===== src/rtl/fetch_cycle_pkg.sv =====
// Shared definitions for the fetch stage: bubble encoding, predictor reset value,
// instruction field positions and the 2-bit saturating counter rule.
package fetch_cycle_pkg;

  localparam logic [31:0] BUBBLE_INSTR = 32'h0000_0000;
  localparam logic [1:0]  PHT_INIT     = 2'b01;

  localparam int OP_LSB    = 26;
  localparam int RS1_LSB   = 21;
  localparam int RS2_LSB   = 16;
  localparam int RD_LSB    = 11;
  localparam int SHAMT_LSB = 6;

  function automatic logic [1:0] sat_count(input logic [1:0] ctr, input logic taken);
    if (taken) return (ctr == 2'b11) ? ctr : ctr + 2'd1;
    return (ctr == 2'b00) ? ctr : ctr - 2'd1;
  endfunction

endpackage


===== src/rtl/fetch_predictor.sv =====
// Branch predictor: 2-bit PHT, optional global history (FETCH_GSHARE_EN) and a
// direct-mapped BTB. Lookup is combinational; training is applied at the clock edge.
module fetch_predictor
  import fetch_cycle_pkg::*;
#(
  parameter int PC_W      = 5,
  parameter int GHR_W     = 4,
  parameter int BTB_IDX_W = 3
) (
  input  logic                 clk,
  input  logic                 reset,
  input  logic [PC_W-1:0]      lookup_pc_i,
  output logic                 pred_o,
  output logic                 hit_o,
  output logic [PC_W-1:0]      target_o,
  output logic [GHR_W-1:0]     ghr_o,
  input  logic                 upd_valid_i,
  input  logic [PC_W-1:0]      upd_pc_i,
  input  logic [GHR_W-1:0]     upd_index_i,
  input  logic                 upd_taken_i,
  input  logic [PC_W-1:0]      upd_target_i
);

  localparam int TAG_W = PC_W - BTB_IDX_W;
  localparam int PHT_D = 2 ** GHR_W;
  localparam int BTB_D = 2 ** BTB_IDX_W;

  logic [1:0]       pht_q [PHT_D];
  logic [1:0]       pht_d [PHT_D];
  logic [BTB_D-1:0] btb_valid_q, btb_valid_d;
  logic [TAG_W-1:0] btb_tag_q [BTB_D];
  logic [TAG_W-1:0] btb_tag_d [BTB_D];
  logic [PC_W-1:0]  btb_tgt_q [BTB_D];
  logic [PC_W-1:0]  btb_tgt_d [BTB_D];

  logic [GHR_W-1:0]     lookup_idx;
  logic [BTB_IDX_W-1:0] lookup_slot, upd_slot;

`ifdef FETCH_GSHARE_EN
  logic [GHR_W-1:0] ghr_q, ghr_d;

  always_comb begin
    ghr_d = ghr_q;
    if (upd_valid_i) ghr_d = {ghr_q[GHR_W-2:0], upd_taken_i};
  end

  always_ff @(posedge clk or posedge reset) begin
    if (reset) ghr_q <= '0;
    else       ghr_q <= ghr_d;
  end

  assign ghr_o      = ghr_q;
  assign lookup_idx = lookup_pc_i[GHR_W-1:0] ^ ghr_q;
`else
  assign ghr_o      = '0;
  assign lookup_idx = lookup_pc_i[GHR_W-1:0];
`endif

  assign lookup_slot = lookup_pc_i[BTB_IDX_W-1:0];
  assign upd_slot    = upd_pc_i[BTB_IDX_W-1:0];

  // Lookup reads the _q arrays, so a same-cycle update is only visible next cycle.
  assign pred_o   = pht_q[lookup_idx][1];
  assign hit_o    = btb_valid_q[lookup_slot] &&
                    (btb_tag_q[lookup_slot] == lookup_pc_i[PC_W-1:BTB_IDX_W]);
  assign target_o = btb_tgt_q[lookup_slot];

  always_comb begin
    pht_d       = pht_q;
    btb_valid_d = btb_valid_q;
    btb_tag_d   = btb_tag_q;
    btb_tgt_d   = btb_tgt_q;
    if (upd_valid_i) begin
      pht_d[upd_index_i] = sat_count(pht_q[upd_index_i], upd_taken_i);
      if (upd_taken_i) begin
        btb_valid_d[upd_slot] = 1'b1;
        btb_tag_d[upd_slot]   = upd_pc_i[PC_W-1:BTB_IDX_W];
        btb_tgt_d[upd_slot]   = upd_target_i;
      end
    end
  end

  always_ff @(posedge clk or posedge reset) begin
    if (reset) begin
      for (int i = 0; i < PHT_D; i++) pht_q[i] <= PHT_INIT;
      for (int i = 0; i < BTB_D; i++) begin
        btb_tag_q[i] <= '0;
        btb_tgt_q[i] <= '0;
      end
      btb_valid_q <= '0;
    end else begin
      pht_q       <= pht_d;
      btb_valid_q <= btb_valid_d;
      btb_tag_q   <= btb_tag_d;
      btb_tgt_q   <= btb_tgt_d;
    end
  end

endmodule


===== src/rtl/fetch_cycle.sv =====
// Instruction fetch stage with IF/ID register and branch prediction. Build option:
// FETCH_GSHARE_EN selects gshare indexing; imem is a ROM preloaded by the environment.
module fetch_cycle
  import fetch_cycle_pkg::*;
#(
  parameter int PC_W      = 5,
  parameter int GHR_W     = 4,
  parameter int BTB_IDX_W = 3
) (
  input  logic              clk,
  input  logic              reset,
  input  logic              stall,
  input  logic              flush,
  input  logic              flush_JR,
  input  logic [PC_W-1:0]   fix_pc,
  input  logic [PC_W-1:0]   jr_pc,
  input  logic              upd_valid,
  input  logic [PC_W-1:0]   upd_pc,
  input  logic [GHR_W-1:0]  upd_index,
  input  logic              upd_taken,
  input  logic [PC_W-1:0]   upd_target,
  output logic [5:0]        Op,
  output logic [5:0]        functI,
  output logic [4:0]        rs1_F,
  output logic [4:0]        rs2_F,
  output logic [4:0]        rd_F,
  output logic [4:0]        shamtI,
  output logic [15:0]       imm,
  output logic [PC_W-1:0]   pc,
  output logic [GHR_W-1:0]  GHR_value,
  output logic              hit,
  output logic              prediction
);

  logic [31:0] imem [2**PC_W];

  logic [PC_W-1:0]  pc_q, pc_d;
  logic [31:0]      id_instr_q, id_instr_d;
  logic [PC_W-1:0]  id_pc_q, id_pc_d;
  logic [GHR_W-1:0] id_ghr_q, id_ghr_d;
  logic             id_hit_q, id_hit_d;
  logic             id_pred_q, id_pred_d;

  logic             bp_pred, bp_hit;
  logic [PC_W-1:0]  bp_target;
  logic [GHR_W-1:0] bp_ghr;

  fetch_predictor #(
    .PC_W(PC_W), .GHR_W(GHR_W), .BTB_IDX_W(BTB_IDX_W)
  ) u_pred (
    .clk          (clk),
    .reset        (reset),
    .lookup_pc_i  (pc_q),
    .pred_o       (bp_pred),
    .hit_o        (bp_hit),
    .target_o     (bp_target),
    .ghr_o        (bp_ghr),
    .upd_valid_i  (upd_valid),
    .upd_pc_i     (upd_pc),
    .upd_index_i  (upd_index),
    .upd_taken_i  (upd_taken),
    .upd_target_i (upd_target)
  );

  // Redirects from EX beat the stall: the held instruction is on a wrong path anyway.
  always_comb begin
    pc_d       = pc_q + PC_W'(1);
    id_instr_d = id_instr_q;
    id_pc_d    = id_pc_q;
    id_ghr_d   = id_ghr_q;
    id_hit_d   = id_hit_q;
    id_pred_d  = id_pred_q;

    if (flush)                  pc_d = fix_pc;
    else if (flush_JR)          pc_d = jr_pc;
    else if (stall)             pc_d = pc_q;
    else if (bp_hit && bp_pred) pc_d = bp_target;

    if (flush || flush_JR) begin
      id_instr_d = BUBBLE_INSTR;
      id_pc_d    = '0;
      id_ghr_d   = '0;
      id_hit_d   = 1'b0;
      id_pred_d  = 1'b0;
    end else if (!stall) begin
      id_instr_d = imem[pc_q];
      id_pc_d    = pc_q;
      id_ghr_d   = bp_ghr;
      id_hit_d   = bp_hit;
      id_pred_d  = bp_pred;
    end
  end

  always_ff @(posedge clk or posedge reset) begin
    if (reset) begin
      pc_q       <= '0;
      id_instr_q <= BUBBLE_INSTR;
      id_pc_q    <= '0;
      id_ghr_q   <= '0;
      id_hit_q   <= 1'b0;
      id_pred_q  <= 1'b0;
    end else begin
      pc_q       <= pc_d;
      id_instr_q <= id_instr_d;
      id_pc_q    <= id_pc_d;
      id_ghr_q   <= id_ghr_d;
      id_hit_q   <= id_hit_d;
      id_pred_q  <= id_pred_d;
    end
  end

  assign Op         = id_instr_q[OP_LSB +: 6];
  assign rs1_F      = id_instr_q[RS1_LSB +: 5];
  assign rs2_F      = id_instr_q[RS2_LSB +: 5];
  assign rd_F       = id_instr_q[RD_LSB +: 5];
  assign shamtI     = id_instr_q[SHAMT_LSB +: 5];
  assign functI     = id_instr_q[5:0];
  assign imm        = id_instr_q[15:0];
  assign pc         = id_pc_q;
  assign GHR_value  = id_ghr_q;
  assign hit        = id_hit_q;
  assign prediction = id_pred_q;

endmodule


===== config.mk =====
export PLATFORM = sky130hd
export DESIGN_NAME = fetch_cycle
export DESIGN_NICKNAME = d
export VERILOG_FILES = /design/src/rtl/fetch_cycle_pkg.sv /design/src/rtl/fetch_predictor.sv /design/src/rtl/fetch_cycle.sv
export SDC_FILE = /design/constraint.sdc
export NUM_CORES = 1
export LEC_CHECK = 0
export ABC_AREA = 1
export CORE_ASPECT_RATIO = 0.5
export CORE_MARGIN = 10
export CORE_UTILIZATION = 35
export DETAILED_ROUTE_END_ITERATION = 16
export GPL_TIMING_DRIVEN = 0
export HOLD_SLACK_MARGIN = 0.05
export REMOVE_ABC_BUFFERS = 1
export SLEW_MARGIN = 30
export SYNTH_ARGS = -nofsm -noshare
export SYNTH_HDL_FRONTEND = slang
export SYNTH_SLANG_ARGS = --single-unit

===== constraint.sdc =====
create_clock -name clk -period 4.35 [get_ports clk]
set_input_delay 0.6525 -clock clk [delete_from_list [all_inputs] [get_ports clk]]
set_output_delay 0.6525 -clock clk [all_outputs]
set_load 0.01 [all_outputs]

==> results of run 1 <==
==> critical path, stage by stage, from the launching register on <==
cell and delay (ps):
dfrtp_1 930, inv_1 670, nand3_1 260, nand2_1 80, nand2_1 70, nand2_1 70
inv_1 60, nand2_1 60, nor2_2 230, nand3_2 170, nand2_1 100, nand3_1 70
a21oi_1 140
==> worst min path at each step <==
stage          slack, ps             startpoint  cells past startpoint               endpoint
2_1_floorplan        430  u_pred.btb_valid_q[1]                      2  u_pred.btb_valid_q[1]
3_3_place_gp         450  u_pred.btb_valid_q[3]                      2  u_pred.btb_valid_q[3]
3_5_place_dp         450  u_pred.btb_valid_q[1]                      2  u_pred.btb_valid_q[1]
4_1_cts              470  u_pred.btb_valid_q[1]                      2  u_pred.btb_valid_q[1]
5_1_grt              490  u_pred.btb_valid_q[3]                      2  u_pred.btb_valid_q[3]
6_report             470  u_pred.btb_valid_q[1]                      2  u_pred.btb_valid_q[1]
==> synthesized netlist by cell type (all sizes together) <==
master and number:
nand2 230, o21ai 106, dfrtp 92, inv 72, nand3 71, buf 67
nor2 48, dfstp 16, clkbuf 12, a21oi 9, a22oi 8, o22ai 6
nand4 5, a221oi 4, xor2 3, o21bai 2, or2 2, a22o 1
a32o 1, clkinv 1, conb 1, ha 1, o211ai 1, o221a 1
==> metal layers <==
metal,vias up,global-route usage (%),routed length [µm]
met2,118,21.55,6996
met4,0,3.508,176
met1,2223,16.05,6520
met5,-,0,0
li1,2387,-,-
met3,15,3.413,852
==> where the power goes <==
part | total [W] | switching, W | internal, W
clock | 0.000862 | 0.000400 | 0.000461
sequential | 0.00136 | 0.000128 | 0.00123
combinational | 0.000683 | 0.000437 | 0.000246
total | 0.00290 | 0.000966 | 0.00193
==> state kept, by name (all words and copies together) (netlist names) <==
register	flops
hit	1
pc	5
pc_q	5
prediction	1
u_pred.btb_tag_q	16
u_pred.btb_tgt_q	40
u_pred.btb_valid_q	8
u_pred.pht_q	32
==> stage by stage <==
stage                     power (W)  cell area, µm²
after detailed placement   0.002053            6193
final                      0.002901            6504
after global routing       0.003105            6504
after floorplan            0.001828            5478
after global placement     0.002025            6132
after CTS                  0.002926            6504
==> kinds of logic after synthesis <==
group                    synth area share [%]
buffers and inverters                   14.02
XOR/XNOR                               0.4508
adder cells (fa/ha/maj)                0.2146
AO/OA/AOI/OAI                           13.11
flip-flops                              46.71
AND/OR/NAND/NOR                         25.43
other                                 0.06433
==> final cells by class <==
| cell class | instances | area (µm²) | area share, % |
|---|---|---|---|
| timing repair buffer | 39 | 425.4 | 6.541 |
| inverter | 73 | 279.0 | 4.290 |
| clock inverter | 7 | 85.08 | 1.308 |
| multi-input combinational | 551 | 2481 | 38.15 |
| clock buffer | 9 | 225.2 | 3.463 |
| sequential | 108 | 2724 | 41.88 |
| tap | 227 | 284.0 | 4.367 |
==> run metrics, run 1 <==
Synth top area share between 30% and 40%; setup ws final around 1400 ps; total of max-cap violations 0; vias per inst 4.678; final setup fails 0; count of final hold-check violations 0; hold buffer count at CTS 0; Setup Crit Path Kind register to register; via count 4,743; vias in the first global route between 4,000 and 5,000; Layout Area Growth over Synthesis 11.57%; Critical Path AT roughly 3300 ps; setup TNS 0 ps; hold_ws 466.5 ps; Synth area leaders dfrtp_1 39%, nand2_1 14%, o21ai_0 8.3%, dfstp_2 7.2%, buf_4 6.8%; warnings from Yosys 0; Nets approximately 800; CP endpoint kind register; final non-filler cell total 1,014; initial antenna violation count 0; CTS tree done; commonest non-fill, non-tap cells in the layout 224 x nand2_1, 97 x o21ai_0, 91 x dfrtp_1, 70 x nand3_1, 67 x inv_1; most common cell after layout, fill and taps aside nand2_1; IO Count 90; outcome finished, final reports clean; CP Launch Type register; first-pass GRT wire length about 24,000 µm; Worst Setup SP pc_q[1]; GPL Wtd Cong 0.7928; Iter 0 DRT Violations roughly 430; DRT antenna net count 0; Post-Syn Area 0.005829 mm²; DP HPWL approximately 9800 µm; clock sinks around 110; routed wire length roughly 15,000 µm; Slew HR ~40%; worst r2r dst pc_q[4]; Ant. Diodes 0; skew final ~8.9 ps; Worst Hold Class register to register; setup bufs post-CTS 0; Place WS about 1400 ps; RSZ-0062 raised after global routing no; clock root buffer master clkbuf_16; # port buffers 37; DRC violations left 0; cells on worst reg2reg path 12; Clock transition at path regs 70 ps; synthesized flop and latch total 108; Fmax 0.3346 GHz; fin crit share approximately 69%; Mapped Cells 760; Tmin final between 2000 and 3000 ps; DR WL/cell roughly 14 µm; Max Fanout on Critical Path 23; CORE AREA 0.01635 mm²; row count 33; Slew Viols, Final 0; LEAKAGE about 3.1 nW; CTS Buf Count 9; dpl cells ~1,000; sequential-to-total area share from yosys stat a little under half; filler cell count approximately 1,700; largest net degree at the start of global routing 56; CP required around 4600 ps; final core utilization roughly two fifths; Max clock buf depth 2; reg2reg setup slack ~1400 ps; Die Ht 111.3 µm; pwr/cell area about 450 mW/mm²; Unique masters post-synth 35; cell accounting for the most synthesized area dfrtp_1; Die ar. ~0.023 mm²; share of layout cells above drive strength 1 about 6.7%; CP endpoint pc_q[4]; Resized Gates After CTS 0; Pre-Repair DR Iteration Count 5; GRT Resource Usage Total roughly an eighth; worst-margin pin slew around 890 ps; FF-to-FF Start pc_q[1]; H-tree levels 3; grt total ovfl 0; Horiz. Die Dim around 200 µm; maximum vdd drop 0.1945 mV; insertion delay to the later sink of the worst-skew pair about 360 ps; Avg Inst Size Synth roughly 7.7 µm²; Initial Utilization 35.65%
(Power assumes the default switching activity.)
==> inputs of run 2 (changes only) <==
==> constraint.sdc (replaced) <==
create_clock -name clk -period 2.4 [get_ports clk]
set_input_delay 0.36 -clock clk [delete_from_list [all_inputs] [get_ports clk]]
set_output_delay 0.36 -clock clk [all_outputs]
set_load 0.01 [all_outputs]
==> run 2 against run 1 <==
First-iteration DRC count rose by 2.3%. Clock skew barely moved. Core utilization rose by 0.30 points. Worst hold slack got worse by 43 ps. Critical path depth rose by 2. Register-to-register slack got worse by 1200 ps. Cell count rose by 0.30%. Non-clock buffer count rose by 2. Total power rose by 83%. Via count rose by 0.53%. Critical path type unchanged. Largest power group unchanged.
==> run metrics, run 2 (synthesis results as in run 1) <==
outcome finished, final reports clean; Die ar. roughly 0.023 mm²; Ant. Diodes 0; most common cell after layout, fill and taps aside nand2_1; CTS tree done; row count 33; Worst Hold Class input port to async pin; clock sinks ~110; final setup fails 0; vias per inst between 4 and 5; worst r2r dst pc_q[0]; CP required 2690 ps; cell chain of the critical path buf_16, inv_8, nand2_1, nand3_1, nand2_1, nand2_1, nand2_1, inv_1, nand2_1, nor2_4, nand3_2, nand2_1, nand3_1, a21oi_1; fin crit share between 90% and 100%; design area approximately 0.0066 mm²; commonest non-fill, non-tap cells in the layout 224 x nand2_1, 97 x o21ai_0, 89 x dfrtp_1, 70 x nand3_1, 66 x inv_1; IO Count 90; initial antenna violation count 0; insertion delay to the later sink of the worst-skew pair between 300 and 400 ps; via count between 4,000 and 5,000; Fmax around 0.46 GHz; max FFs per register 40; area post-placement between 0.006 and 0.007 mm²; Slew Viols, Final 0; Max clock buf depth 2; Place WS -600.0 ps; GRT Resource Usage Total 12.97%; first-pass GRT wire length 24,040 µm; FF-to-FF Start pc_q[0]; # port buffers 37; Nets just over 800; pwr/cell area around 810 mW/mm²; cells on worst reg2reg path 14; hold buffer count at CTS 0; total of max-cap violations 0; Clock transition at path regs roughly 80 ps; reg2reg setup slack a little over 200 ps; Slew HR around three fifths; DP HPWL 9790 µm; routed wire length around 15,000 µm; maximum vdd drop ~0.36 mV; Slowest cell on crit path dfrtp_4; GPL Wtd Cong 0.7928; skew final 8.485 ps; Die Ht between 100 and 150 µm; Max Fanout on Critical Path 39; CP most frequent cell nand2_1; clock root buffer master clkbuf_16; CP Launch Type register; Layout Area Growth over Synthesis 12.41%; Tot Pwr 0.005297 W; count of final hold-check violations 0; largest net degree at the start of global routing 56; Horiz. Die Dim slightly above 200 µm; Crit path max-delay family simple AND/OR/NAND/NOR gates; Initial Utilization between 30% and 40%; LEAKAGE between 3 and 4 nW; CORE AREA about 0.016 mm²; RSZ-0062 raised after global routing no; Pre-Repair DR Iteration Count 5; worst-margin pin slew slightly above 600 ps; Tmin final around 2200 ps; CP bufs+invs 3; top flop regs u_pred.btb_tgt_q: 40 flops, u_pred.pht_q: 32 flops, u_pred.btb_tag_q: 16 flops; Top reg by flops u_pred.btb_tgt_q; DRC violations left 0; Iter 0 DRT Violations about 440; CTS Buf Count 9; CP endpoint kind register; vias in the first global route roughly 4,500; delay of the slowest cell on the worst path 580 ps; Critical Path AT between 2000 and 2500 ps; DR WL/cell 14.53 µm; Setup Crit Path Kind register to register; setup ws final approximately 210 ps; DRT antenna net count 0; H-tree levels 3; grt total ovfl 0; hold_ws 423.6 ps; share of layout cells above drive strength 1 under 10%; setup TNS 0 ps
-- run 2: how the worst max path moves through the flow --
stage	depth (start not counted)	slack [ps]	start	to
2_1_floorplan	1	-780	reset	hit
3_3_place_gp	2	-2450	reset	u_pred.btb_tgt_q[14]
3_5_place_dp	12	-600	pc_q[1]	pc_q[4]
4_1_cts	14	40	pc_q[0]	pc_q[4]
5_1_grt	14	3	pc_q[0]	pc_q[0]
6_report	14	210	pc_q[0]	pc_q[0]
-- run 2: repair_timing --
action / in CTS / in global routing
gates resized for setup: 8 / 3
endpoints found under the setup margin: 7 / 5
setup buffers: 0 / 2
gates cloned: 1 / 0
-- run 2: area by class of cell --
type	instances	area, µm²
inverter	73	290.3
timing repair inverter	1	7.507
timing repair buffer	41	440.4
tap	227	284.0
clock buffer	9	225.2
sequential	108	2731
clock inverter	7	85.08
multi-input combinational	551	2489
fill	1708	9798
-- run 2: stage by stage --
stage          utilization (%)  instances
2_1_floorplan                -        732
3_3_place_gp             37.50        996
3_5_place_dp             37.88        998
4_1_cts                  39.92       1015
5_1_grt                  40.08       1017
6_report                 40.08       1017
-- run 2: power by group --
group	leakage [nW]	internal, W	total, W	switching (W)
clock network	0.154	0.000836	0.00157	0.000729
logic	1.69	0.000458	0.00127	0.000815
registers	1.30	0.00223	0.00246	0.000229
-- run 2: layer usage --
layer | vias up | share of wire (%) | global-route usage, % | wire length (µm)
met2 | 118 | 48 | 21.73 | 7080
met4 | 0 | 1.3 | 3.409 | 195
met5 | - | 0 | 0 | 0
met3 | 17 | 5.8 | 3.501 | 856
li1 | 2393 | - | - | -
met1 | 2240 | 45 | 16.14 | 6640
==> edit: new RTL, flow settings as in run 2 <==
Build with the macro `FETCH_GSHARE_EN` defined.
--- a/src/rtl/fetch_predictor.sv
+++ b/src/rtl/fetch_predictor.sv
@@ -1,4 +1,6 @@
 // Branch predictor: 2-bit PHT, optional global history (FETCH_GSHARE_EN) and a
 // direct-mapped BTB. Lookup is combinational; training is applied at the clock edge.
+`define FETCH_GSHARE_EN
+
 module fetch_predictor
   import fetch_cycle_pkg::*;
Check against the original RTL: not equivalent (Yosys sat finds a counterexample within 4 cycles, from zero or initial values and one cycle with reset high).
==> edit against run 2 <==
Synthesized cell count is 6.6% higher. Power rose by 21%. Largest cell class unchanged. Highest routed layer unchanged. Routed wire length up 11%. Setup slack better by 9.3 ps. First-iteration DRC count shrank 4.3%. Sequential cell count rose by 8. Via count rose by 11%. Clock power increased by 60%. Largest power group unchanged. Final area grew 12%. Fmax is 0.43% higher. Synthesized area grew 5.8%. Sequential share of layout area decreased by 1.6 points.
==> edit: results (changes against run 2) <==
Run status:
- The flow ran to the end, and the final reports show no timing, DRC or antenna violations.

Global route:
- The routing usage on met1 is 16.4% (+0.22 points).
- The global-route wire length before repair is 26700 µm (+11%).
- The global routing usage on met3 is 3.68% (+0.18 points).
- The via count of the first global-routing pass is 5179 (+14%).
- The total routing resource utilization after global routing is 13.8% (+0.86 points).

Place:
- The detailed placement HPWL is 10600 µm (+7.9%).
- The count of buffers from port buffering is 41 (+11%).

Route:
- The total length of routed met3 wires is 984 µm (+15%).
- The met2 routed wirelength is 7950 µm (+12%).
- The per-cell routed wire length came to 14.9 µm (+2.6%).
- The routed metal-1 wire length was 7230 µm (+8.9%).
- The detail-routed via count per cell is 4.79 (+2.2%).

Synthesis:
- The complex-gate fraction of the synthesized area is 11.6% (-1.5 points).
- The commonest cells after synthesis are sky130_fd_sc_hd__nand2_1, sky130_fd_sc_hd__dfrtp_1, sky130_fd_sc_hd__o21ai_0, sky130_fd_sc_hd__inv_1, sky130_fd_sc_hd__nand3_1.
- The adder-cell area share of the yosys netlist is 0.203% (-0.012 points).
- The sequential fraction of the synthesis area is 47.4% (+0.71 points).
- The xor/xnor share of the synthesized area is 0.568% (+0.12 points).

Worst setup path:
- The kind of cell with the highest combined delay along the critical path is simple AND/OR/NAND/NOR gates.
- The largest fanout on the critical path was 16 (-59%).
- The type of the setup path with the least slack is in -> reg.
- The worst reg2reg path endpoint is pc_q[2].
- The register-to-register setup slack was 240 ps (+30 ps).
- The delay of the slowest critical-path stage is 630 ps (+50 ps).
- Among all stages on the critical path, the largest delay is contributed by sky130_fd_sc_hd__clkdlybuf4s50_1.

STA:
- The portion of the clock cycle consumed by the worst path in the final layout is 91.0% (-0.39 points).
- The transition time of the tightest slew-check pin was 765 ps (+154 ps).
- The worst hold-check slack is 352 ps (-71.4 ps).

Final layout:
- The number of nets at the end of the flow came to 887 (+8.6%).
- The share of layout cells above drive strength 1 is 11.5% (+3.9 points).

Clocking:
- The number of levels the H-tree was split into is 4 (+1).
- The post-cts gate resize count is 9 (+1).
- The number of buffers inserted by post-CTS setup repair is 6 (+6).
- The clock-pin slew on the worst setup and hold paths is 60 ps (-20 ps).

Power and ir drop:
- The combinational power share is 20.4% (-3.6 points).
- The peak supply drop was 461 µV (+29%).
- The fraction of power spent switching nets is 31.8% (-1.7 points).
==> edit: cell count changes in the layout (fill, tap and decap cells not counted), moves of 6 or more <==
cell / delta
sky130_fd_sc_hd__inv_1: +9
sky130_fd_sc_hd__o21ai_0: -15
sky130_fd_sc_hd__nand2_1: +31
sky130_fd_sc_hd__nand3_1: -7
sky130_fd_sc_hd__clkbuf_16: +8
sky130_fd_sc_hd__buf_4: +6
sky130_fd_sc_hd__o21ai_1: -7
sky130_fd_sc_hd__a21oi_1: +6
sky130_fd_sc_hd__nand2_2: +18
sky130_fd_sc_hd__nor2_1: +9
sky130_fd_sc_hd__a22oi_1: +9
sky130_fd_sc_hd__dfrtp_1: +8
==> edit: worst max-delay path by stage <==
| stage | from | cells past startpoint | end |
|---|---|---|---|
| detailed placement | pc_q[0] | 15 | pc_q[1] |
| finish | upd_index[1] | 9 | u_pred.pht_q[11] |
| global placement | reset | 2 | u_pred.btb_tgt_q[11] |
| floorplan | reset | 1 | GHR_value[0] |
| global route | pc_q[1] | 15 | pc_q[1] |
| CTS | pc_q[0] | 14 | pc_q[2] |
==> edit: per-stage QoR <==
stage	util [%]	TNS (ps)	std cells	area [µm²]	total power, W
floorplan	-	-103990	783	5860	0.00343
global placement	37.9	-320960	1058	6560	0.00380
detailed placement	38.1	-17240	1059	6600	0.00384
CTS	41.9	0	1097	7260	0.00640
global route	42.3	0	1102	7320	0.00678
finish	42.3	0	1102	7320	0.00641
==> edit: final cells by class <==
type,instances,share of cell area (%)
clock buffer,18,5.86
multi-input combinational,586,36.2
tap,234,4.00
clock inverter,14,2.09
sequential,116,40.1
timing repair inverter,1,0.120
inverter,81,4.50
timing repair buffer,52,7.16
